### src/rtl/fifo_pkg.sv
// Shared constants and word type for the synchronous FIFO and its fifo_in / fifo_out agents.
package fifo_pkg;

    localparam int DATA_W_DEF = 16;
    localparam int DEPTH_DEF  = 8;

    typedef logic [DATA_W_DEF-1:0] fifo_data_t;

endpackage

### src/rtl/fifo_mem_2p.sv
// DEPTH x DATA_W register array: one synchronous write port, one combinational read port.
module fifo_mem_2p
    import fifo_pkg::*;
#(
    parameter int DATA_W = DATA_W_DEF,
    parameter int DEPTH  = DEPTH_DEF,
    parameter int AW     = $clog2(DEPTH)
) (
    input  logic              clk,
    input  logic              we,
    input  logic [AW-1:0]     waddr,
    input  logic [DATA_W-1:0] wdata,
    input  logic [AW-1:0]     raddr,
    output logic [DATA_W-1:0] rdata
);

    // Storage is intentionally not reset; the pointers define what is valid.
    logic [DATA_W-1:0] mem [DEPTH];

    always_ff @(posedge clk) begin
        if (we) begin
            mem[waddr] <= wdata;
        end
    end

    assign rdata = mem[raddr];

endmodule

### src/rtl/fifo_sync_vr.sv
// Synchronous valid/ready FIFO with first-word-fall-through output and occupancy level.
module fifo_sync_vr
    import fifo_pkg::*;
#(
    parameter int  DATA_W = DATA_W_DEF,
    parameter int  DEPTH  = DEPTH_DEF,
    localparam int CNT_W  = $clog2(DEPTH) + 1
) (
    input  logic              clk,
    input  logic              rstn,
    input  logic [DATA_W-1:0] data_in,
    input  logic              data_in_vld,
    output logic              data_in_rdy,
    output logic [DATA_W-1:0] data_out,
    output logic              data_out_vld,
    input  logic              data_out_rdy,
    output logic [CNT_W-1:0]  level
);

    localparam int AW = CNT_W - 1;

    // Pointers carry one extra wrap bit so full and empty are distinguishable.
    logic [CNT_W-1:0] wr_ptr;
    logic [CNT_W-1:0] rd_ptr;
    logic             empty;
    logic             full;
    logic             push;
    logic             pop;

    assign empty = (wr_ptr == rd_ptr);
    assign full  = (wr_ptr[AW-1:0] == rd_ptr[AW-1:0]) && (wr_ptr[AW] != rd_ptr[AW]);

    assign data_in_rdy  = !full;
    assign data_out_vld = !empty;
    assign level        = wr_ptr - rd_ptr;

    assign push = data_in_vld && data_in_rdy;
    assign pop  = data_out_vld && data_out_rdy;

    always_ff @(posedge clk) begin
        if (!rstn) begin
            wr_ptr <= '0;
            rd_ptr <= '0;
        end else begin
            if (push) begin
                wr_ptr <= wr_ptr + CNT_W'(1);
            end
            if (pop) begin
                rd_ptr <= rd_ptr + CNT_W'(1);
            end
        end
    end

    fifo_mem_2p #(
        .DATA_W (DATA_W),
        .DEPTH  (DEPTH),
        .AW     (AW)
    ) u_mem (
        .clk   (clk),
        .we    (push && rstn),
        .waddr (wr_ptr[AW-1:0]),
        .wdata (data_in),
        .raddr (rd_ptr[AW-1:0]),
        .rdata (data_out)
    );

    a_level_max: assert property (@(posedge clk) disable iff (!rstn)
        level <= CNT_W'(DEPTH));

    a_stall_stable: assert property (@(posedge clk) disable iff (!rstn)
        (data_out_vld && !data_out_rdy) |=> (data_out_vld && $stable(data_out)));

    a_no_push_full: assert property (@(posedge clk) disable iff (!rstn)
        !(push && full));

    a_no_pop_empty: assert property (@(posedge clk) disable iff (!rstn)
        !(pop && empty));

endmodule

### config.mk
export PLATFORM = sky130hd
export DESIGN_NAME = fifo_sync_vr
export DESIGN_NICKNAME = d
export VERILOG_FILES = /design/src/rtl/fifo_pkg.sv /design/src/rtl/fifo_mem_2p.sv /design/src/rtl/fifo_sync_vr.sv
export SDC_FILE = /design/constraint.sdc
export NUM_CORES = 1
export LEC_CHECK = 0
export CORE_ASPECT_RATIO = 0.7
export CORE_MARGIN = 5
export CORE_UTILIZATION = 40
export CTS_BUF_LIST = sky130_fd_sc_hd__clkbuf_4 sky130_fd_sc_hd__clkbuf_8 sky130_fd_sc_hd__clkbuf_16
export CTS_CLUSTER_DIAMETER = 80
export DETAILED_ROUTE_END_ITERATION = 10
export GPL_ROUTABILITY_DRIVEN = 0
export PLACE_DENSITY = 0.57
export SLEW_MARGIN = 20
export SYNTH_ARGS = -nofsm -noshare
export SYNTH_HDL_FRONTEND = slang
export SYNTH_SLANG_ARGS = --single-unit
### constraint.sdc
create_clock -name clk -period 3.2 [get_ports clk]
set_clock_uncertainty 0.2 [all_clocks]
set_input_delay 0.64 -clock clk [delete_from_list [all_inputs] [get_ports clk]]
set_output_delay 0.64 -clock clk [all_outputs]
set_load 0.02 [all_outputs]
==> After elaboration in Yosys (flattened, before gate mapping) <==
Memory sizes are Yosys's and may differ from the RTL's. A register that Yosys moved wholly into a read port is not among the register bits.
Index checks and enable logic that the tools add are counted.
{ "op_classes": {"eq_ne": 3, "mux": 4, "n_reduce_logical": 6, "addsub": 3} }
{ "op_table": {"columns": ["operator", "count"], "rows": [
  ["$add A4 B1 Y4 const B", 2],
  ["$mux W3", 2],
  ["$eq A4 B4 Y1", 1],
  ["$logic_and A1 B1 Y1", 4],
  ["$sub A4 B4 Y4", 1],
  ["$eq A3 B3 Y1", 1],
  ["$logic_not A1 Y1", 2],
  ["$mux W1", 2],
  ["$ne A1 B1 Y1", 1]
]} }
{ "totals": {"input_bits": 20, "word_cells": 19, "ram_bits": 128, "register_bits": 8, "memories": 1} }
{ "mem_list": {"columns": ["memory", "words", "word_bits", "read_ports", "rd_clocked_by_memory_dff", "write_ports", "line", "rtl"], "rows": [
  ["u_mem.mem", 8, 16, 1, 1, 1, "fifo_mem_2p.sv:18", "logic [DATA_W-1:0] mem [DEPTH];"]
]} }

==> Longest topological paths before layout <==
Gate-level depths: netlist of the first run.
{ "depth": {"word_depth": 7, "ltp_mapped": 7, "ltp_nobuf": 6} }

==> Cells and area by module <==
Synthesis of the first run repeated with hierarchy kept, for this count alone.
{ "hier_totals": {"cells_unflattened": 258, "area_unflattened_um2": 5477.8} }
{ "modules_own_cells": {"columns": ["module", "cells_per_inst", "area_per_inst_um2", "seq_area_each_um2", "n_inst"], "rows": [
  ["fifo_mem_2p", 198, 4973.5, 3843.7, 1],
  ["fifo_sync_vr", 60, 504.2, 160.2, 1]
]} }

==> Least setup slack after synthesis of the first run <==
OpenSTA, ideal clock, no wires.
{ "synth_path": {"path_kind": "reg2reg", "start": "register wr_ptr[0]", "end": "memory u_mem.mem[4][0] (netlist name) (enable)", "n_path_buf": 1, "path_stages_with_launch": 8, "required_ns": 2.591, "slack_ns": -0.072, "arrival_ns": 2.663, "path_cell_list": "dfxtp_1 -> inv_1 -> ha_1 -> and3_1 -> clkbuf_1 -> a21boi_2 -> nand3_1 -> nor3_1"} }
{ "synth_via": {"elab_chain_cells": 7} }
{ "synth_lines": {"columns": ["element", "line", "rtl"], "rows": [
  ["start: declaration", "fifo_sync_vr.sv:23", "logic [CNT_W-1:0] wr_ptr;"],
  ["start signal: assignment", "fifo_sync_vr.sv:46", "wr_ptr <= wr_ptr + CNT_W'(1);"],
  ["$eq A3 B3 Y1", "fifo_sync_vr.sv:31", "assign full = (wr_ptr[AW-1:0] == rd_ptr[AW-1:0]) && (wr_ptr[AW] != rd_ptr[AW]);"],
  ["$logic_and A1 B1 Y1", "fifo_sync_vr.sv:31", null],
  ["$logic_not A1 Y1", "fifo_sync_vr.sv:33", "assign data_in_rdy = !full;"],
  ["$logic_and A1 B1 Y1", "fifo_sync_vr.sv:37", "assign push = data_in_vld && data_in_rdy;"],
  ["$logic_and A1 B1 Y1", "fifo_sync_vr.sv:60", ".we (push && rstn),"],
  ["$mux W1", "fifo_mem_2p.sv:21", "if (we) begin"],
  ["$mux W1 (implied by the code)", "fifo_mem_2p.sv:22", "mem[waddr] <= wdata;"],
  ["end: declaration", "fifo_mem_2p.sv:18", null]
]} }
Parallel ways exist; a longest one is shown, timed or not.

==> flow_summary.toml, run 1 <==
[finish]
nets = 350
areaGrowthSynthToFinish_pct = 24.08
diodes = 0
drive_gt1_share_pct = 20.77

[flow_run]
drv_cap = 0

[route]
wirelength_um = 10180
drt_iter0_markers = 133
routed-via-count = 2621
dr.pass1.iters = 6
wl_per_cell_um = 19.31
vias_per_cell = 4.973
drc = 0
antenna_left = 0

[clock_tree]
post_cts.repair.setup_buffers = 0
cts.clk_slew.worst_paths_ns = 0.06
cts_tree = "done"
cts_root_buf = "clkbuf_16"
clkLatencyLatePin_ns = 0.41
cts_made_buffers = 17
cts.path.max_buffers = 2
h-tree-depth = 4
hold_buffers = 0
clock_sinks = 139

[power]
vdd_drop_max_mv = 0.4565
leakagePower_uw = 0.002332
p_per_area_nw_per_um2 = 692.0

[die]
core_area_um2 = 13740
start_util_pct = 40.39
dieWidth_um = 150.8
ioPinCount = 42
die_h_um = 108.5
rows = 36
die-area_um2 = 16370

[global_routing]
grt_start_max_net_pins = 33
antenna_found_initial = 0
grt_use_total_pct = 13.48
grt_overflow_total = 0
grt_pass1_vias = 2696
grt_pass1_wl_um = 15680

[placed_design]
dp_hpwl_um = 5970
portBuffers = 41
pre_cts_ws_ns = 0.2600

[sta]
timing.fmax_ghz = 0.3278
period_share_pct = 95.34
finalSetupViolations = 0
max_slew_margin_pct = 68.89
worst_pin_slew_ns = 0.4651
finalWorstSetupSlack_ns = 0.1490
finalHoldViolCount = 0
rsz0062_at_grt = "false"
timing.final.crit_period_ns = 3.051
fin_tns_setup_ns = 0
final_max_slew_viol_count = 0

[yosys]
synth_xor_area_share_pct = 1.421
synth-compound-area-share_pct = 1.263
ys_seq_area_share_pct = 73.24
synth_seq_cells = 139
syn_area_per_cell_um2 = 21.18
syn_inst = 262
syn_nets = 288
yosys_most_used_dff = "edfxtp_1"
synthAdderAreaFrac_pct = 1.488
synth_top_family_by_area = "multiplexers"
synth-edff-count = 128
synthMuxAreaShare_pct = 18.13
synth_cell_types = 28
syn_area_um2 = 5549
yosysWarnings = 0
synth-simple-area-share_pct = 2.683
synthArstFlopShare_pct = 0

[worst_setup_path]
critPathLaunchType = "flip-flop"
cp.arrival_ns = 2.21
crit_fanout = 11
crit_type = "reg2out"
endpoint_kind = "output port"
cp.required_ns = 2.36

[min_path]
hold_class = "reg2reg"

[status]
status = "complete, no violations"
## what timing repair did
action	CTS	global route
pin swaps	0	0
cloned	0	1
gates resized for setup	19	2
endpoints found under the setup margin	19	3
## where the power goes
part	internal (µW)	switching, µW
clock	1300	719
combinational	360	327
sequential	2020	33.5
total	3690	1080
## Yosys cell counts (2+ instances only)
master / instances / area share (%)
edfxtp_1: 128 / 69
mux4_1: 28 / 13
mux2_2: 16 / 3.2
dfxtp_1: 11 / 4.0
nand2_1: 9 / 0.61
inv_1: 7 / 0.47
and2_1: 6 / 0.68
nor2_1: 6 / 0.41
xnor2_1: 6 / 0.95
ha_1: 5 / 1.1
a21oi_1: 4 / 0.36
buf_1: 4 / 0.27
buf_6: 4 / 0.81
mux4_2: 4 / 1.6
nand3_1: 4 / 0.36
o21ai_0: 3 / 0.27
xor2_1: 3 / 0.47
clkbuf_1: 2 / 0.14
nand4_1: 2 / 0.23
nor3_1: 2 / 0.18
## critical path: stages, from the launching register on
cell and delay [ns]:
dfxtp_4 0.43, buf_12 0.18, mux4_1 0.58, mux2_2 0.29, dlygate4sd2_1 0.32
## layout by cell type, fill, tap and decap left out, types with 3 or more instances in the layout
| cell type | count |
|---|---|
| clkdlybuf4s50_1 | 23 |
| clkbuf_16 | 18 |
| o21ai_0 | 3 |
| edfxtp_1 | 128 |
| bufinv_16 | 4 |
| mux2_2 | 16 |
| xnor2_1 | 6 |
| nand3_1 | 4 |
| and2_1 | 6 |
| buf_4 | 10 |
| mux4_1 | 28 |
| dfxtp_1 | 8 |
| nand2_1 | 9 |
| nor2_1 | 6 |
| mux4_2 | 4 |
| clkinvlp_4 | 4 |
| ha_1 | 5 |
| a21oi_1 | 4 |
| inv_1 | 7 |
| dlygate4sd2_1 | 17 |
| xor2_1 | 3 |
## state kept, by name (all words and copies together) (netlist names), named ones only
signal and count:
wr_ptr 4, rd_ptr 4, u_mem.mem 128
## area by class of cell
type	count	area [µm²]
clock buffer	17	425.4
timing repair buffer	54	531.8
inverter	7	26.28
clock inverter	15	197.7
multi-input combinational	105	1396
tap	190	237.7
sequential	139	4070
fill	1122	6853
## per-stage QoR
step	instance area (µm²)	hold slack [ns]	total power [µW]	utilization, %	cells
6_report	6885	0.3620	4765	50.12	527
5_1_grt	6885	0.3830	4962	50.12	527
4_1_cts	6855	0.3651	4801	49.90	526
3_5_place_dp	6251	0.4238	2810	45.50	494
3_3_place_gp	6251	0.3928	2802	45.50	494
2_1_floorplan	5559	0.3394	2545	-	262
## cells by family after synthesis
logic type,count (synthesis)
AO/OA/AOI/OAI,11
XOR/XNOR,9
adder cells (fa/ha/maj),6
buffers and inverters,18
flip-flops,139
multiplexers,48
AND/OR/NAND/NOR,31
## final timing paths
path         slack (ns)              startpoint  cells after the start                   endpoint
max                0.15               flip-flop                      4                data_out[1]
min                0.36  wr_ptr[1]$_SDFFE_PN0P_                      2     wr_ptr[1]$_SDFFE_PN0P_
min reg2reg        0.36  wr_ptr[1]$_SDFFE_PN0P_                      2     wr_ptr[1]$_SDFFE_PN0P_
max reg2reg        0.58  wr_ptr[0]$_SDFFE_PN0P_                      7  u_mem.mem[4][9]$_DFFE_PP_
## per-layer routing
layer / wire, µm / GRT usage [%] / vias up
met5: 0 / 0 / -
met4: 49 / 4.269 / 0
met3: 418 / 4.692 / 5
met2: 4932 / 20.92 / 51
met1: 4775 / 18.00 / 1349
li1: - / - / 1216
Note: power is estimated with default switching activity, not from simulation.
==> run 2: changes to the inputs <==
CTS_CLUSTER_DIAMETER = 100   (was 80)
==> results of run 2 <==
Final layout, timing and power as in run 1 (identical DEF).
==> run 3: changes to the inputs <==
CTS_CLUSTER_DIAMETER = unset   (was 100)
SKIP_LAST_GASP = 1   (was unset)
==> run 3 against run 2 <==
- cell count unchanged
- core utilization up 0.30 points
- combinational power up 2%
- count of clock-buffer cells in the layout unchanged
- sequential share of layout area down 0.35 points
- sequential power about the same
- highest routed layer unchanged
- fmax about the same
- hold slack better by 0.0022 ns
- worst setup slack worse by 0.00093 ns
- wire length up 0.24%
- global-route usage about the same
==> flow_summary.toml, run 3 (synthesis gave the netlist of run 1 again) <==
[clock_tree]
cts.clk_slew.worst_paths_ns = 0.06
post_cts.repair.setup_buffers = 0
cts.path.max_buffers = 2
clock_sinks = 139
h-tree-depth = 4
cts_root_buf = "clkbuf_16"
cts_made_buffers = 17
clkLatencyLatePin_ns = 0.41
cts_tree = "done"

[sta]
rsz0062_at_grt = "false"
max_slew_margin_pct = 68.89
worst_pin_slew_ns = 0.4651
timing.fmax_ghz = 0.3277
finalSetupViolations = 0
timing.final.crit_period_ns = 3.052
finalHoldViolCount = 0
period_share_pct = 95.37
final_max_slew_viol_count = 0

[route]
antenna_left = 0
dr.pass1.iters = 7
wirelength_um = 10200
wl_per_cell_um = 19.35
routed-via-count = 2639
drt_iter0_markers = 144
drc = 0
vias_per_cell = 5.008

[finish]
nFillCells = 1114
diodes = 0
final_area_um2 = 6927
top_register = "u_mem.mem"
final_cell_mix = "edfxtp_1 (128), mux4_1 (28), clkdlybuf4s50_1 (23), clkbuf_16 (18), mux2_2 (16)"
nets = 350
areaGrowthSynthToFinish_pct = 24.83
top_regs = "u_mem.mem: 128 flops, rd_ptr: 4 flops, wr_ptr: 4 flops"
largest_reg_flops = 128
fin_util_pct = 50.42
drive_gt1_share_pct = 20.77
mostFrequentLayoutCell = "edfxtp_1"

[global_routing]
grt_use_total_pct = 13.49
antenna_found_initial = 0
grt_overflow_total = 0
grt_start_max_net_pins = 33
grt_pass1_wl_um = 15700
grt_pass1_vias = 2700

[worst_setup_path]
crit_fanout = 7
endpoint = "level[1]"
crit_type = "reg2out"
critPathLaunchType = "flip-flop"
crit_buf_inv = 3
rr_startpoint = "wr_ptr[0]$_SDFFE_PN0P_"
crit_top_cell = "inv_1"
setup.worst_path.start = "wr_ptr[0]$_SDFFE_PN0P_"
slowest_stage = "clkdlybuf4s50_1"
worstRegToRegCells = 7
cp_cell_sequence = "inv_1, ha_1, fa_1, inv_1, clkdlybuf4s50_1"
cp_slowest_stage_delay_ns = 0.60
crit_cells = 5
r2r-end = "u_mem.mem[5][10]$_DFFE_PP_"
critPathTopFamily = "buffers and inverters"
rrSetupSlack_ns = 0.59
cp.required_ns = 2.36
cp.arrival_ns = 2.21
endpoint_kind = "output port"

[power]
p_per_area_nw_per_um2 = 691.1
leakagePower_uw = 0.002418
finalPower_uw = 4787
vdd_drop_max_mv = 0.4563

[die]
dieWidth_um = 150.8
core_area_um2 = 13740
die_h_um = 108.5
rows = 36
start_util_pct = 40.39
ioPinCount = 42
die-area_um2 = 16370

[placed_design]
placed_area_um2 = 6251
portBuffers = 41
dp_hpwl_um = 5970

[min_path]
hold_class = "reg2reg"

[status]
status = "complete, no violations"

[flow_run]
drv_cap = 0
[run 3: worst reg2reg max path: cells and delay by family (launching register included)]
kind	cells	cell delay [ns]
AO/OA/AOI/OAI	1	0.32
adder cells (fa/ha/maj)	1	0.32
buffers and inverters	2	0.42
flip-flops	1	0.40
AND/OR/NAND/NOR	3	0.62
[run 3: layer usage]
metal / share of wire, % / up-vias / global-route usage, %
met1: 47 / 1366 / 18.03
met2: 49 / 50 / 20.92
met4: 0.40 / 0 / 4.269
met5: 0 / - / 0
li1: - / 1217 / -
met3: 3.8 / 6 / 4.692
[run 3: power breakdown]
part	leakage, µW	switching [µW]	internal, µW	total (µW)
clock network	0.000291	725	1300	2030
registers	0.00125	33.6	2020	2060
logic	0.000880	326	377	703
total	0.00242	1080	3700	4790
[run 3: cell type report]
cell class	count	area (µm²)	area share, %
clock buffer	17	425.4	6.142
clock inverter	15	197.7	2.854
inverter	7	26.28	0.3793
multi-input combinational	105	1396	20.16
sequential	139	4070	58.76
tap	190	237.7	3.432
timing repair buffer	54	573.1	8.273
[run 3: worst min-delay path by stage]
| stage | from | end | slack [ns] | cells past startpoint |
|---|---|---|---|---|
| 2_1_floorplan | rd_ptr[1]$_SDFFE_PN0P_ | flip-flop | 0.34 | 2 |
| 3_3_place_gp | rd_ptr[1]$_SDFFE_PN0P_ | rd_ptr[1]$_SDFFE_PN0P_ | 0.39 | 2 |
| 6_report | wr_ptr[1]$_SDFFE_PN0P_ | wr_ptr[1]$_SDFFE_PN0P_ | 0.36 | 2 |
| 5_1_grt | wr_ptr[1]$_SDFFE_PN0P_ | wr_ptr[1]$_SDFFE_PN0P_ | 0.38 | 2 |
| 3_5_place_dp | rd_ptr[1]$_SDFFE_PN0P_ | flip-flop | 0.42 | 2 |
| 4_1_cts | wr_ptr[1]$_SDFFE_PN0P_ | wr_ptr[1]$_SDFFE_PN0P_ | 0.37 | 2 |
[run 3: what timing repair did]
item                       in CTS  in global routing
resized for setup               8                 13
cloned                          0                  1
setup endpoints to repair      19                 12
hold buffers                    0                  0
[run 3: stage by stage]
stage	instances	hold slack, ns	TNS (ns)	worst slack (ns)
6_report	527	0.3643	0	0.1481
5_1_grt	527	0.3830	0	0.01933
4_1_cts	526	0.3651	-1.720	-0.1896
3_5_place_dp	494	0.4238	0	0.2600
3_3_place_gp	494	0.3928	0	0.2852
2_1_floorplan	262	0.3394	0	0.3095
